## config.mk

```make
export PLATFORM = sky130hd
export DESIGN_NAME = riscv_fetch_stage
export DESIGN_NICKNAME = d
export VERILOG_FILES = /design/src/rtl/riscv_fetch_stage.sv
export SDC_FILE = /design/constraint.sdc
export NUM_CORES = 1
export LEC_CHECK = 0
export CAP_MARGIN = 20
export CORE_ASPECT_RATIO = 2
export CORE_UTILIZATION = 47
export CTS_CLUSTER_DIAMETER = 120
export DETAILED_ROUTE_END_ITERATION = 7
export GPL_TIMING_DRIVEN = 0
export PLACE_DENSITY = 0.74
export SETUP_SLACK_MARGIN = 0.15
export SLEW_MARGIN = 20
export SYNTH_ARGS = -nofsm -noshare
export SYNTH_HDL_FRONTEND = slang
export SYNTH_SLANG_ARGS = --single-unit
```

## constraint.sdc

```tcl
create_clock -name clk -period 2.6 [get_ports clk]
set_input_delay 0.26 -clock clk [delete_from_list [all_inputs] [get_ports clk]]
set_output_delay 0.26 -clock clk [all_outputs]
set_load 0.02 [all_outputs]
```

## src/rtl/riscv_fetch_stage.sv

```systemverilog
// riscv_fetch_stage: PC owner and IF/ID register with 1-cycle imem latency, stall hold buffer and redirect flush
module riscv_fetch_stage #(
    parameter logic [31:0] RESET_PC = 32'h0000_0000,
    parameter logic [31:0] NOP_INST = 32'h0000_0013
) (
    input  logic        clk,
    input  logic        rst,
    input  logic        stall,
    input  logic        redirect,
    input  logic [31:0] redirect_pc,
    output logic        imem_req,
    output logic [31:0] imem_addr,
    input  logic        imem_gnt,
    input  logic        imem_rvalid,
    input  logic [31:0] imem_rdata,
    output logic        id_valid,
    output logic [31:0] id_pc,
    output logic [31:0] id_pc_plus4,
    output logic [31:0] id_inst
);
    logic [31:0] pc, resp_pc, hold_pc, hold_inst;
    logic        outstanding, hold_full, accept, resp;
    assign imem_req  = !rst && !stall && !redirect && !hold_full;
    assign imem_addr = pc;
    assign accept    = imem_req && imem_gnt;
    assign resp      = imem_rvalid && outstanding;
    always_ff @(posedge clk) begin
        if (rst) begin
            pc          <= RESET_PC;
            outstanding <= 1'b0;
            resp_pc     <= '0;
            hold_full   <= 1'b0;
            hold_pc     <= '0;
            hold_inst   <= '0;
            id_valid    <= 1'b0;
            id_pc       <= '0;
            id_pc_plus4 <= '0;
            id_inst     <= NOP_INST;
        end else begin
            outstanding <= accept;
            if (accept) begin
                pc      <= pc + 32'd4;
                resp_pc <= pc;
            end
            if (redirect) begin
                pc        <= redirect_pc & 32'hFFFF_FFFC;
                id_valid  <= 1'b0;
                id_inst   <= NOP_INST;
                hold_full <= 1'b0;
            end else if (stall) begin
                if (resp) begin
                    hold_full <= 1'b1;
                    hold_pc   <= resp_pc;
                    hold_inst <= imem_rdata;
                end
            end else if (hold_full) begin
                id_valid    <= 1'b1;
                id_pc       <= hold_pc;
                id_pc_plus4 <= hold_pc + 32'd4;
                id_inst     <= hold_inst;
                hold_full   <= 1'b0;
            end else if (resp) begin
                id_valid    <= 1'b1;
                id_pc       <= resp_pc;
                id_pc_plus4 <= resp_pc + 32'd4;
                id_inst     <= imem_rdata;
            end else begin
                id_valid <= 1'b0;
                id_inst  <= NOP_INST;
            end
        end
    end
endmodule

```

==> flow_metrics.env <==
export IMPL_diodes=0
export IMPL_layout_fillers=1821
export IMPL_largest_fanout_on_the_critical_path=7
export IMPL_gr_total_overflow=0
export IMPL_route_detailed_vias_per_inst=5.78
export IMPL_detailedRoute_firstPassIterationCount=5
export IMPL_clock_tree_htree_level_count=1
export IMPL_gr_max_usage_layer="met2"
export IMPL_wire_length_of_the_first_global_routing_pass_um=52900
export IMPL_p_sw_uw=1710
export IMPL_grt_setup_unrepaired="true"
export IMPL_synthesis_area_per_instance_um2=8.07
export IMPL_type_of_the_setup_path_with_the_least_slack="reg -> reg"
export IMPL_drv_cap=0
export IMPL_arrival_time_worst_endpoint_ns=2.90
export IMPL_fmax_mhz=398
export IMPL_place_gp_congestion=0.978
export IMPL_die_area_mm2=0.0214
export IMPL_multi_input_comb_area_mm2=0.00507
export IMPL_grt_util_met2=0.612
export IMPL_finalHoldViolations=0
export IMPL_numCtsBuffers=20
export IMPL_globalRouteMet3Util=0.0643
export IMPL_post_synth_main_area_contributors="sky130_fd_sc_hd__dfxtp_1 (44%), sky130_fd_sc_hd__nand2_1 (9.8%), sky130_fd_sc_hd__a21oi_1 (7.1%)"
export IMPL_remaining_drc_errors=0
export IMPL_die_width_um=104
export IMPL_totalNegativeSetupSlack_ns=0
export IMPL_synth_warnings=0
export IMPL_die_height_um=206
export IMPL_clock_latency_reported_for_the_late_side_of_the_worst_skew_pair_ns=0.51
export IMPL_grt_total_usage=0.317
export IMPL_drive_gt1_frac=0.0884
export IMPL_yosysTopAreaCellShare=0.445
export IMPL_worstSetupEndpointType="register"
export IMPL_clock_input_transition_at_the_sequential_cells_of_the_worst_setup_and_hold_paths_ns=0.07
export IMPL_final_number_of_max_transition_violations=0
export IMPL_io_pins=200
export IMPL_route_vias_total=9972
export IMPL_holdBufCountCts=0
export IMPL_numPlacedInstances=1673
export IMPL_grt_max_degree=17
export IMPL_detail_route_antenna_nets=0
export IMPL_path_class_of_the_lowest_slack_min_delay_path="in -> reg"
export IMPL_grt_antenna_before_repair=0
export IMPL_total_leakage_power_uw=0.00441
export IMPL_peakVddDrop_mv=0.551
export IMPL_seq_area_mm2=0.00435
export IMPL_dr_first_iter_drc_count=577
export IMPL_clock_power_share=0.438
export IMPL_synth_seq_cells=217
export IMPL_timing_slew_headroom=0.402
export IMPL_met1_usage=0.283
export IMPL_post_route_minimum_period_ns=2.51
export IMPL_detail_route_wirelength_um=34400
export IMPL_tritoncts="built"
export IMPL_finish_net_count=1519
export IMPL_switching_share=0.240
export IMPL_synth_distinct_cells=69
export IMPL_required_ns=2.99
export IMPL_synth_area_leader_cell="sky130_fd_sc_hd__dfxtp_1"
export IMPL_hpwlAfterDp_um=26400
export IMPL_run_status="completed"
export IMPL_post_synthesis_sequential_area_ratio=0.445
export IMPL_core_area_mm2=0.0204
export IMPL_cts_max_path_buffers=3
export IMPL_finalNonFillerCells=1726
export IMPL_postSynth_asyncResetShare=0
export IMPL_sink_count_of_the_clock_tree=217
export IMPL_combPwrFrac=0.078
export IMPL_synth_cells=1211
export IMPL_cellInternalPower_uw=5390
export IMPL_first_global_vias=9849
export IMPL_clock_skew_ns=0.0114
export IMPL_post_route_period_util=0.966
export IMPL_seqPwrFrac=0.483
export IMPL_drt_wirelength_per_cell_um=19.9
export IMPL_synth_main_ff_cell="sky130_fd_sc_hd__dfxtp_1"
export IMPL_critPathLaunchType="register"
export IMPL_area_growth_syn_to_layout_pct=33.4
export IMPL_cell_chosen_for_the_clock_root="sky130_fd_sc_hd__clkbuf_16"
export IMPL_netlist_area_mm2=0.00977
export IMPL_port_buffer_count=190
export IMPL_synth_enable_flop_cells=0
export IMPL_fin_util=0.640
export IMPL_tightest_slew_ns=0.896
export IMPL_power_density_mw_per_mm2=544
export IMPL_initial_utilization=0.480
export IMPL_finalSetupViolCount=0
export IMPL_core_rowCount=74
-- state kept, by name, summed over array words and instances, names as in the netlist, 30 cells and up --
register and count:
id_pc 30, id_pc_plus4 30, hold_pc 30, imem_addr 30, hold_inst 32, id_inst 32
resp_pc 30
-- final cells by class --
cell class,count,area share
inverter,10,0.00298
sequential,217,0.333
clock inverter,11,0.0107
buffer,98,0.0403
clock buffer,24,0.0412
timing repair buffer,209,0.157
tap,266,0.0255
multi-input combinational,891,0.389
-- logic make-up (layout without fill, tap and decap cells) --
family	after synthesis	count (layout)	synth area share
xor gates and xnor gates	12	12	0.0108
other	1	6	0.000384
DFF	217	217	0.445
and+or+nand+nor	533	533	0.249
muxes	58	58	0.0611
AOI/OAI and AO/OA	280	280	0.182
buffers and inverters	108	352	0.0499
adders and majority gates	2	2	0.00256
-- power by group through the flow --
stage	Combinational [uW]	Sequential (uW)	Clock [uW]
2_1_floorplan	216	3530	0
3_3_place_gp	543	3500	0
3_5_place_dp	546	3500	0
4_1_cts	550	3430	3130
5_1_grt	591	3430	3270
6_report	556	3430	3110
-- metal layers --
metal / routed length (um) / vias to the layer above
met4: 2750 / 0
met2: 18500 / 451
met3: 2290 / 185
met5: 0 / -
met1: 10900 / 4590
li1: - / 4746
-- through the flow --
| stage | area [um2] | total power (uW) | hold WS (ns) | setup slack [ns] |
|---|---|---|---|---|
| 2_1_floorplan | 9850 | 3750 | 0.396 | 0.153 |
| 3_3_place_gp | 12100 | 4040 | 0.441 | -0.760 |
| 3_5_place_dp | 12100 | 4050 | 0.446 | -0.457 |
| 4_1_cts | 12900 | 7100 | 0.204 | 0.100 |
| 5_1_grt | 13000 | 7290 | 0.235 | 0.0370 |
| 6_report | 13000 | 7090 | 0.214 | 0.0871 |
-- critical path, cell delays in order, from the launching register on --
cell                       delay (ns)
sky130_fd_sc_hd__dfxtp_2         0.32
sky130_fd_sc_hd__buf_6           0.13
sky130_fd_sc_hd__buf_8           0.12
sky130_fd_sc_hd__buf_12          0.12
sky130_fd_sc_hd__buf_12          0.12
sky130_fd_sc_hd__buf_12          0.12
sky130_fd_sc_hd__mux2_4          0.21
sky130_fd_sc_hd__ha_4            0.14
sky130_fd_sc_hd__inv_2           0.05
sky130_fd_sc_hd__a221oi_4        0.20
sky130_fd_sc_hd__buf_6           0.17
sky130_fd_sc_hd__nand4_4         0.17
sky130_fd_sc_hd__and4_1          0.26
sky130_fd_sc_hd__a311o_1         0.28
-- placed cells by master (no fill, tap or decap), types with 13 or more instances in the layout --
cell,n
sky130_fd_sc_hd__o21ai_0,24
sky130_fd_sc_hd__dfxtp_1,216
sky130_fd_sc_hd__nand3_1,59
sky130_fd_sc_hd__nand2_1,255
sky130_fd_sc_hd__a21oi_1,138
sky130_fd_sc_hd__a31oi_1,18
sky130_fd_sc_hd__clkbuf_1,62
sky130_fd_sc_hd__mux2i_1,45
sky130_fd_sc_hd__clkbuf_16,21
sky130_fd_sc_hd__nor2_1,98
sky130_fd_sc_hd__buf_4,26
sky130_fd_sc_hd__clkdlybuf4s50_1,189
sky130_fd_sc_hd__a221oi_1,17
sky130_fd_sc_hd__nor3_1,30
sky130_fd_sc_hd__nand4_1,18
sky130_fd_sc_hd__a211oi_1,27
sky130_fd_sc_hd__nand3b_1,13
-- repair_timing --
| item | 4_1_cts | 5_1_grt |
|---|---|---|
| pin swaps | 6 | 6 |
| buffers inserted | 13 | 5 |
| endpoints found under the setup margin | 76 | 70 |
| resized for setup | 20 | 20 |
-- synth_stat cells (all sizes together) (3+ instances only) --
cell    count
nand2     256
o21ai      25
nand3b     15
a221oi     20
nor3       33
nand3      60
a22oi      11
or4         7
inv         9
or3         9
a211oi     28
nand4b      5
and2        4
mux2       13
buf        29
a21oi     139
nor2       98
o311ai      5
a32oi       4
a31oi      18
o22ai       5
nand4      19
and3       10
mux2i      45
nor4        5
clkbuf     69
xnor2      11
and4        3
o211ai      5
dfxtp     217
nor3b       3
-- path summary, 6_finish.rpt --
check | end | slack (ns) | depth (start not counted) | startpoint
max reg2reg | id_pc_plus4[20] | 0.09 | 13 | hold_full
min reg2reg | id_pc_plus4[6] | 0.45 | 2 | id_pc_plus4[6]
min | id_inst[9] | 0.21 | 4 | stall
max | id_pc_plus4[20] | 0.09 | 13 | hold_full
Power figures use the tool's default switching activity.
